`src/rtl/fir_coef_loader.sv`:
```
// Coefficient bank, serial coefficient loader and sample streamer for a transposed FIR.
// Optional: define FIR_LOADER_DRAIN_EN to flush in-flight outputs (DRAIN state) before a reload.
module fir_coef_loader #(
  parameter int W1    = 9,
  parameter int L     = 4,
  parameter int AW    = 2,
  parameter int Mpipe = 3
) (
  input  logic          clk,
  input  logic          reset,
  input  logic          wr_en,
  input  logic [AW-1:0] wr_addr,
  input  logic [W1-1:0] wr_data,
  input  logic          start,
  output logic          busy,
  output logic          coef_ok,
  input  logic          s_valid,
  input  logic [W1-1:0] s_data,
  output logic          s_ready,
  output logic          Load_x,
  output logic [W1-1:0] x_out,
  output logic [W1-1:0] c_out,
  output logic          y_valid
);
  localparam int STAGES  = Mpipe + 2;
  localparam int CNT_MAX = (L > STAGES) ? L : STAGES;
  localparam int CW      = $clog2(CNT_MAX + 1);

  typedef enum logic [1:0] {IDLE, LOAD, RUN, DRAIN} state_t;

  state_t               state;
  logic [CW-1:0]        cnt;
  logic [L-1:0][W1-1:0] bank, bank_nxt;
  logic                 bank_we;
  logic [AW-1:0]        tap_nxt;
  logic                 load_go;
  logic                 vld_in;
  logic [STAGES:1]      vld_pipe;

  assign bank_we = wr_en && (state == IDLE || state == RUN) &&
                   ({1'b0, wr_addr} < (AW+1)'(L));

  // Loads read through the write port so a write in the start cycle is the value sent.
  for (genvar k = 0; k < L; k++) begin : g_tap
    assign bank_nxt[k] = (bank_we && wr_addr == AW'(k)) ? wr_data : bank[k];
  end

  assign tap_nxt = AW'(cnt) + AW'(1);

  // x passes straight through so the filter's own x register is the first valid stage.
  assign vld_in  = (state == RUN) && s_valid;
  assign x_out   = vld_in ? s_data : '0;
  assign y_valid = vld_pipe[STAGES];

  always_comb begin
    load_go = 1'b0;
    case (state)
      IDLE:  load_go = start;
`ifdef FIR_LOADER_DRAIN_EN
      DRAIN: load_go = (cnt == CW'(STAGES-1));
`else
      RUN:   load_go = start;
`endif
      default: load_go = 1'b0;
    endcase
  end

  always_ff @(posedge clk) begin
    if (reset) begin
      state    <= IDLE;
      cnt      <= '0;
      bank     <= '0;
      Load_x   <= 1'b1;
      c_out    <= '0;
      busy     <= 1'b0;
      coef_ok  <= 1'b0;
      s_ready  <= 1'b0;
      vld_pipe <= '0;
    end else begin
      bank     <= bank_nxt;
      vld_pipe <= {vld_pipe[STAGES-1:1], vld_in};
      if (load_go) begin
        state    <= LOAD;
        cnt      <= '0;
        Load_x   <= 1'b0;
        c_out    <= bank_nxt[0];
        busy     <= 1'b1;
        coef_ok  <= 1'b0;
        s_ready  <= 1'b0;
        vld_pipe <= '0;
      end else begin
        case (state)
          LOAD: begin
            if (cnt == CW'(L-1)) begin
              state   <= RUN;
              Load_x  <= 1'b1;
              c_out   <= '0;
              busy    <= 1'b0;
              coef_ok <= 1'b1;
              s_ready <= 1'b1;
            end else begin
              cnt   <= cnt + 1'b1;
              c_out <= bank_nxt[tap_nxt];
            end
          end
`ifdef FIR_LOADER_DRAIN_EN
          RUN: begin
            if (start) begin
              state   <= DRAIN;
              cnt     <= '0;
              busy    <= 1'b1;
              s_ready <= 1'b0;
            end
          end
          DRAIN: cnt <= cnt + 1'b1;
`endif
          default: ;
        endcase
      end
    end
  end

endmodule

```
`config.mk`:
```
export PLATFORM = sky130hd
export DESIGN_NAME = fir_coef_loader
export DESIGN_NICKNAME = d
export VERILOG_FILES = /design/src/rtl/fir_coef_loader.sv
export SDC_FILE = /design/constraint.sdc
export NUM_CORES = 1
export LEC_CHECK = 0
export ABC_AREA = 1
export BUFFER_PORTS_ARGS = -buffer_cell sky130_fd_sc_hd__buf_2
export CORE_UTILIZATION = 55
export DETAILED_ROUTE_END_ITERATION = 6
export GPL_ROUTABILITY_DRIVEN = 0
export GPL_TIMING_DRIVEN = 0
export PLACE_DENSITY = 0.79
export SLEW_MARGIN = 5
export SYNTH_ARGS = -nofsm -noshare
export SYNTH_HDL_FRONTEND = slang
export SYNTH_SLANG_ARGS = --single-unit
```
`constraint.sdc`:
```
create_clock -name clk -period 1.7 [get_ports clk]
set_input_delay 0 -clock clk [delete_from_list [all_inputs] [get_ports clk]]
set_output_delay 0 -clock clk [all_outputs]
set_load 0.1 [all_outputs]
```
# Word-level counts from Yosys, hierarchy flattened
# Index checks and enable logic that the tools add are counted.
# word_totals
rom_bits	0
word_cells	57
latchBits	0
mem_count	0
out_inout_bits	23
in_bits	25
register_bits	57
ram_bits	0
# classes
n_addsub	2
reduce_logical	16
eq_ne	6
multipliers	0
bitwise_logic	1
n_div	0
order_cmp	1
muxes	20
shift	0
# ops
cell	n
9-bit 2-to-1 mux	9
9-bit binary-select mux with 2-bit select	1
1-bit 2-to-1 mux	10
2-bit == test (second input constant)	3
1-bit logical AND	6
2-bit AND reduction	3
2-bit by 1-bit == test with 1-bit output (second input constant)	2
2-bit zero test	2
2-bit nonzero test	2
2-bit OR reduction	2
3-bit by 1-bit adder with 3-bit output (second input constant)	1
3-bit by 2-bit == test with 1-bit output (second input constant)	1
2-bit by 3-bit < comparator with 1-bit output (second input constant)	1
2-bit by 1-bit adder with 2-bit output (second input constant)	1
1-bit logical OR	1
1-bit NOT	1

# Logic depth before layout (Yosys ltp)
# depth
depth_word	10
depth_mapped	10
ltp_nobuf	9

# Worst setup path after synthesis
# Ideal clock, no wire load.
# synth_path
kind	register to output
startpoint	register state[1]
endpoint	output x_out[0]
n_path_buf	0
slack_ps	-1059
path_stages_with_launch	3
required_time_ps	1700
t_arrival_ps	2759
path_cell_list	dfxtp_1 -> nand3_1 -> nor2_1
# synth_via
elab_chain_cells	3
# synth_lines
item	line_no	text
start: declaration	31	state_t state;
start signal: assignment	70	state <= IDLE;
start signal: assignment	83	state <= LOAD;
start signal: assignment	95	state <= RUN;
2-bit == test	51	assign vld_in = (state == RUN) && s_valid;
1-bit logical AND	51	
9-bit 2-to-1 mux	52	assign x_out = vld_in ? s_data : '0;
end: declaration	21	output logic [W1-1:0] x_out,
# Every way passes these cells.

# Worst setup path in the final report
# layout_path
startpoint	register state[0]
endpoint	output x_out[1]
# The elaborated chain is that of the path after synthesis.

==> results.yml <==
clocking:
  cts_tree: "built"
  cts_root_buf: "clkbuf_8"
  cts-buffers-inserted: 5
  cts_buffer_depth: 2
  h-tree-depth: 2
  postCtsSetupBuffers: 0
  clk_pin_slew_ns: 0.09
  clock_sinks: 56
  clock_latency_ns: 0.30
cells_and_area:
  final_cells: 484
  synthToLayoutAreaGrowth_pct: 19.70
  utilization: 0.6959
  fillCellCount: 404
  layout.nets: 458
  multi_input_area_mm2: 0.001292
  drive_gt1_frac: 0.1991
  final-seq-area_mm2: 0.001124
  diodes: 0
critical_path:
  path_class: "flop to output port"
  start_kind: "flop"
  crit-reg2reg-launch: "state[0]$_SDFFE_PP0P_"
  crit_start: "state[0]$_SDFFE_PP0P_"
  critPathMaxFanout: 10
  crit_required_ns: 1.70
  cp.arrival_ns: 1.61
  reg2reg_depth: 9
  r2r_slack_ns: 0.16
  worstSetupEndpointType: "output port"
  timing.rr.end: "c_out[6]$_SDFFE_PP0P_"
place:
  placed_cells_incl_taps: 475
  numPortBuffers: 47
  dp_slack_ns: -0.1492
  hpwl_mm: 4.721
timing:
  tightestPinTransition_ns: 0.5112
  drv_slew: 0
  fmax_ghz: 0.6200
  setup_violations: 0
  skew_ns: 0.003156
  rsz0062_at_grt: "no"
  slew_headroom: 0.6592
  fin_crit_ns: 1.613
  hold_violations: 0
  setup_slack_ns: 0.08708
  post-route-period-util: 0.9488
floorplanning:
  num_rows: 24
  die_w_um: 70.31
  die_h_um: 70.31
  die_area_mm2: 0.004943
  initial_core_util: 0.5813
  core_mm2: 0.004414
  io_pins: 48
hold_path:
  hold_path_class: "input port to flop"
  hp-start: "wr_data[5]"
  min_to: "bank[14]$_SDFF_PP0_"
  min_delay_path_depth: 3
synth:
  synth_area_mm2: 0.002566
  syn_nets: 403
  synth_seq_cells: 56
  syn_inst: 376
  syn_avg_cell_area_um2: 6.825
  yosys_warnings: 0
  post_synth_num_cell_types: 16
  synth_seq_area_share: 0.4369
drt:
  dr.pass1.iters: 5
  drt_iter0_drc: 200
  finalWirelength_mm: 6.285
  antenna_left: 0
  viasPerCell: 5.452
  drt_drc_violations_left: 0
  vias: 2639
  wl_per_cell_um: 12.99
grt:
  grt_pass1_vias: 2336
  track_usage: 0.2648
  grt-ovfl-total: 0
  grt_pass1_wl_mm: 10.54
  grt_max_degree: 16
  antenna_found_initial: 0
power_and_ir_drop:
  vdd_drop_max_v: 0.0005011
  power_density_mw_per_mm2: 855.0
  p_leak_uw: 0.001373
outcome:
  outcome: "finished clean"
job:
  max_cap_viol_count: 0
-- power breakdown --
| group | internal [uW] | switching (uW) | total, uW |
|---|---|---|---|
| clock network | 334 | 415 | 749 |
| logic | 135 | 369 | 504 |
| registers | 1350 | 18.1 | 1370 |
-- sequential cells by signal (all words and copies together) (netlist names) --
| signal | count |
|---|---|
| Load_x | 1 |
| bank | 36 |
| c_out | 9 |
| cnt | 3 |
| state | 2 |
| vld_pipe | 5 |
-- cell usage after synthesis --
cell,n,share of area
dfxtp_1,56,0.44
buf_2,4,0.0078
inv_2,1,0.0015
nand2_2,4,0.0097
a21oi_1,42,0.082
nand3_1,102,0.20
inv_1,39,0.057
buf_4,2,0.0058
clkbuf_1,10,0.015
ha_1,2,0.0097
nand2_1,70,0.10
buf_1,1,0.0015
o21ai_0,11,0.021
clkinv_1,3,0.0044
nor2_2,4,0.0097
nor2_1,25,0.037
-- worst max-delay path by stage --
| stage | to | slack [ns] | cells after the start |
|---|---|---|---|
| floorplan | c_out[5]$_SDFFE_PP0P_ | 0.08 | 9 |
| global route | c_out[0]$_SDFFE_PP0P_ | 0.02 | 9 |
| global placement | c_out[0]$_SDFFE_PP0P_ | -0.16 | 7 |
| finish | x_out[1] | 0.09 | 4 |
| CTS | x_out[1] | 0.07 | 4 |
| detailed placement | c_out[0]$_SDFFE_PP0P_ | -0.15 | 7 |
-- cells by family after synthesis --
group                    after synthesis  synth area share
flip-flops                            56            0.4369
AO/OA/AOI/OAI                         53            0.1034
adder cells (fa/ha/maj)                2          0.009750
buffers and inverters                 60           0.09263
AND/OR/NAND/NOR                      205            0.3574
-- critical path, cell delays in order, from the launching register on --
cell     delay (ns)
dfxtp_2        0.36
inv_1          0.11
nand3_4        0.24
nor2_4         0.16
buf_2          0.42
-- layer usage --
layer	up-vias	routed length, um	global-route usage
met4	0	76	0.07778
met3	12	482	0.05339
met2	123	2767	0.4085
met5	-	0	0
met1	1160	2960	0.3723
li1	1344	-	-
-- cell usage in the layout (no fill, tap or decap), types with 2 or more instances in the layout --
master / count
dfxtp_2: 2
dlygate4sd3_1: 2
a21oi_1: 42
clkinv_1: 2
clkbuf_8: 6
clkbuf_1: 9
o21ai_0: 11
inv_1: 39
nor2_1: 15
nor2_2: 5
dfxtp_1: 54
nand2_2: 4
nor2_4: 9
nand2_1: 70
clkbuf_2: 2
buf_2: 51
nand3_1: 101
-- through the flow --
stage | area [um2] | TNS (ns) | power (uW) | hold slack (ns)
floorplan | 2649 | 0 | 1762 | 0.1434
global placement | 2949 | -1.358 | 1883 | 0.2564
detailed placement | 2949 | -1.231 | 1890 | 0.2803
CTS | 3058 | 0 | 2616 | 0.01853
global route | 3072 | 0 | 2724 | 0.03517
finish | 3072 | 0 | 2626 | 0.02210
-- timing repair --
| action | CTS | global route |
|---|---|---|
| hold endpoints to repair | 2 | 0 |
| setup endpoints to repair | 9 | 8 |
| hold buffers | 2 | 0 |
| resized for setup | 2 | 8 |
-- area by class of cell --
type	count	area share
inverters	43	0.05295
well taps	52	0.02118
plain buffers	16	0.02688
repair buffers	49	0.08310
clock buffers	8	0.02933
multi-input cells	260	0.4208
flip-flops and latches	56	0.3658
Note: power is estimated with default switching activity, not from simulation.
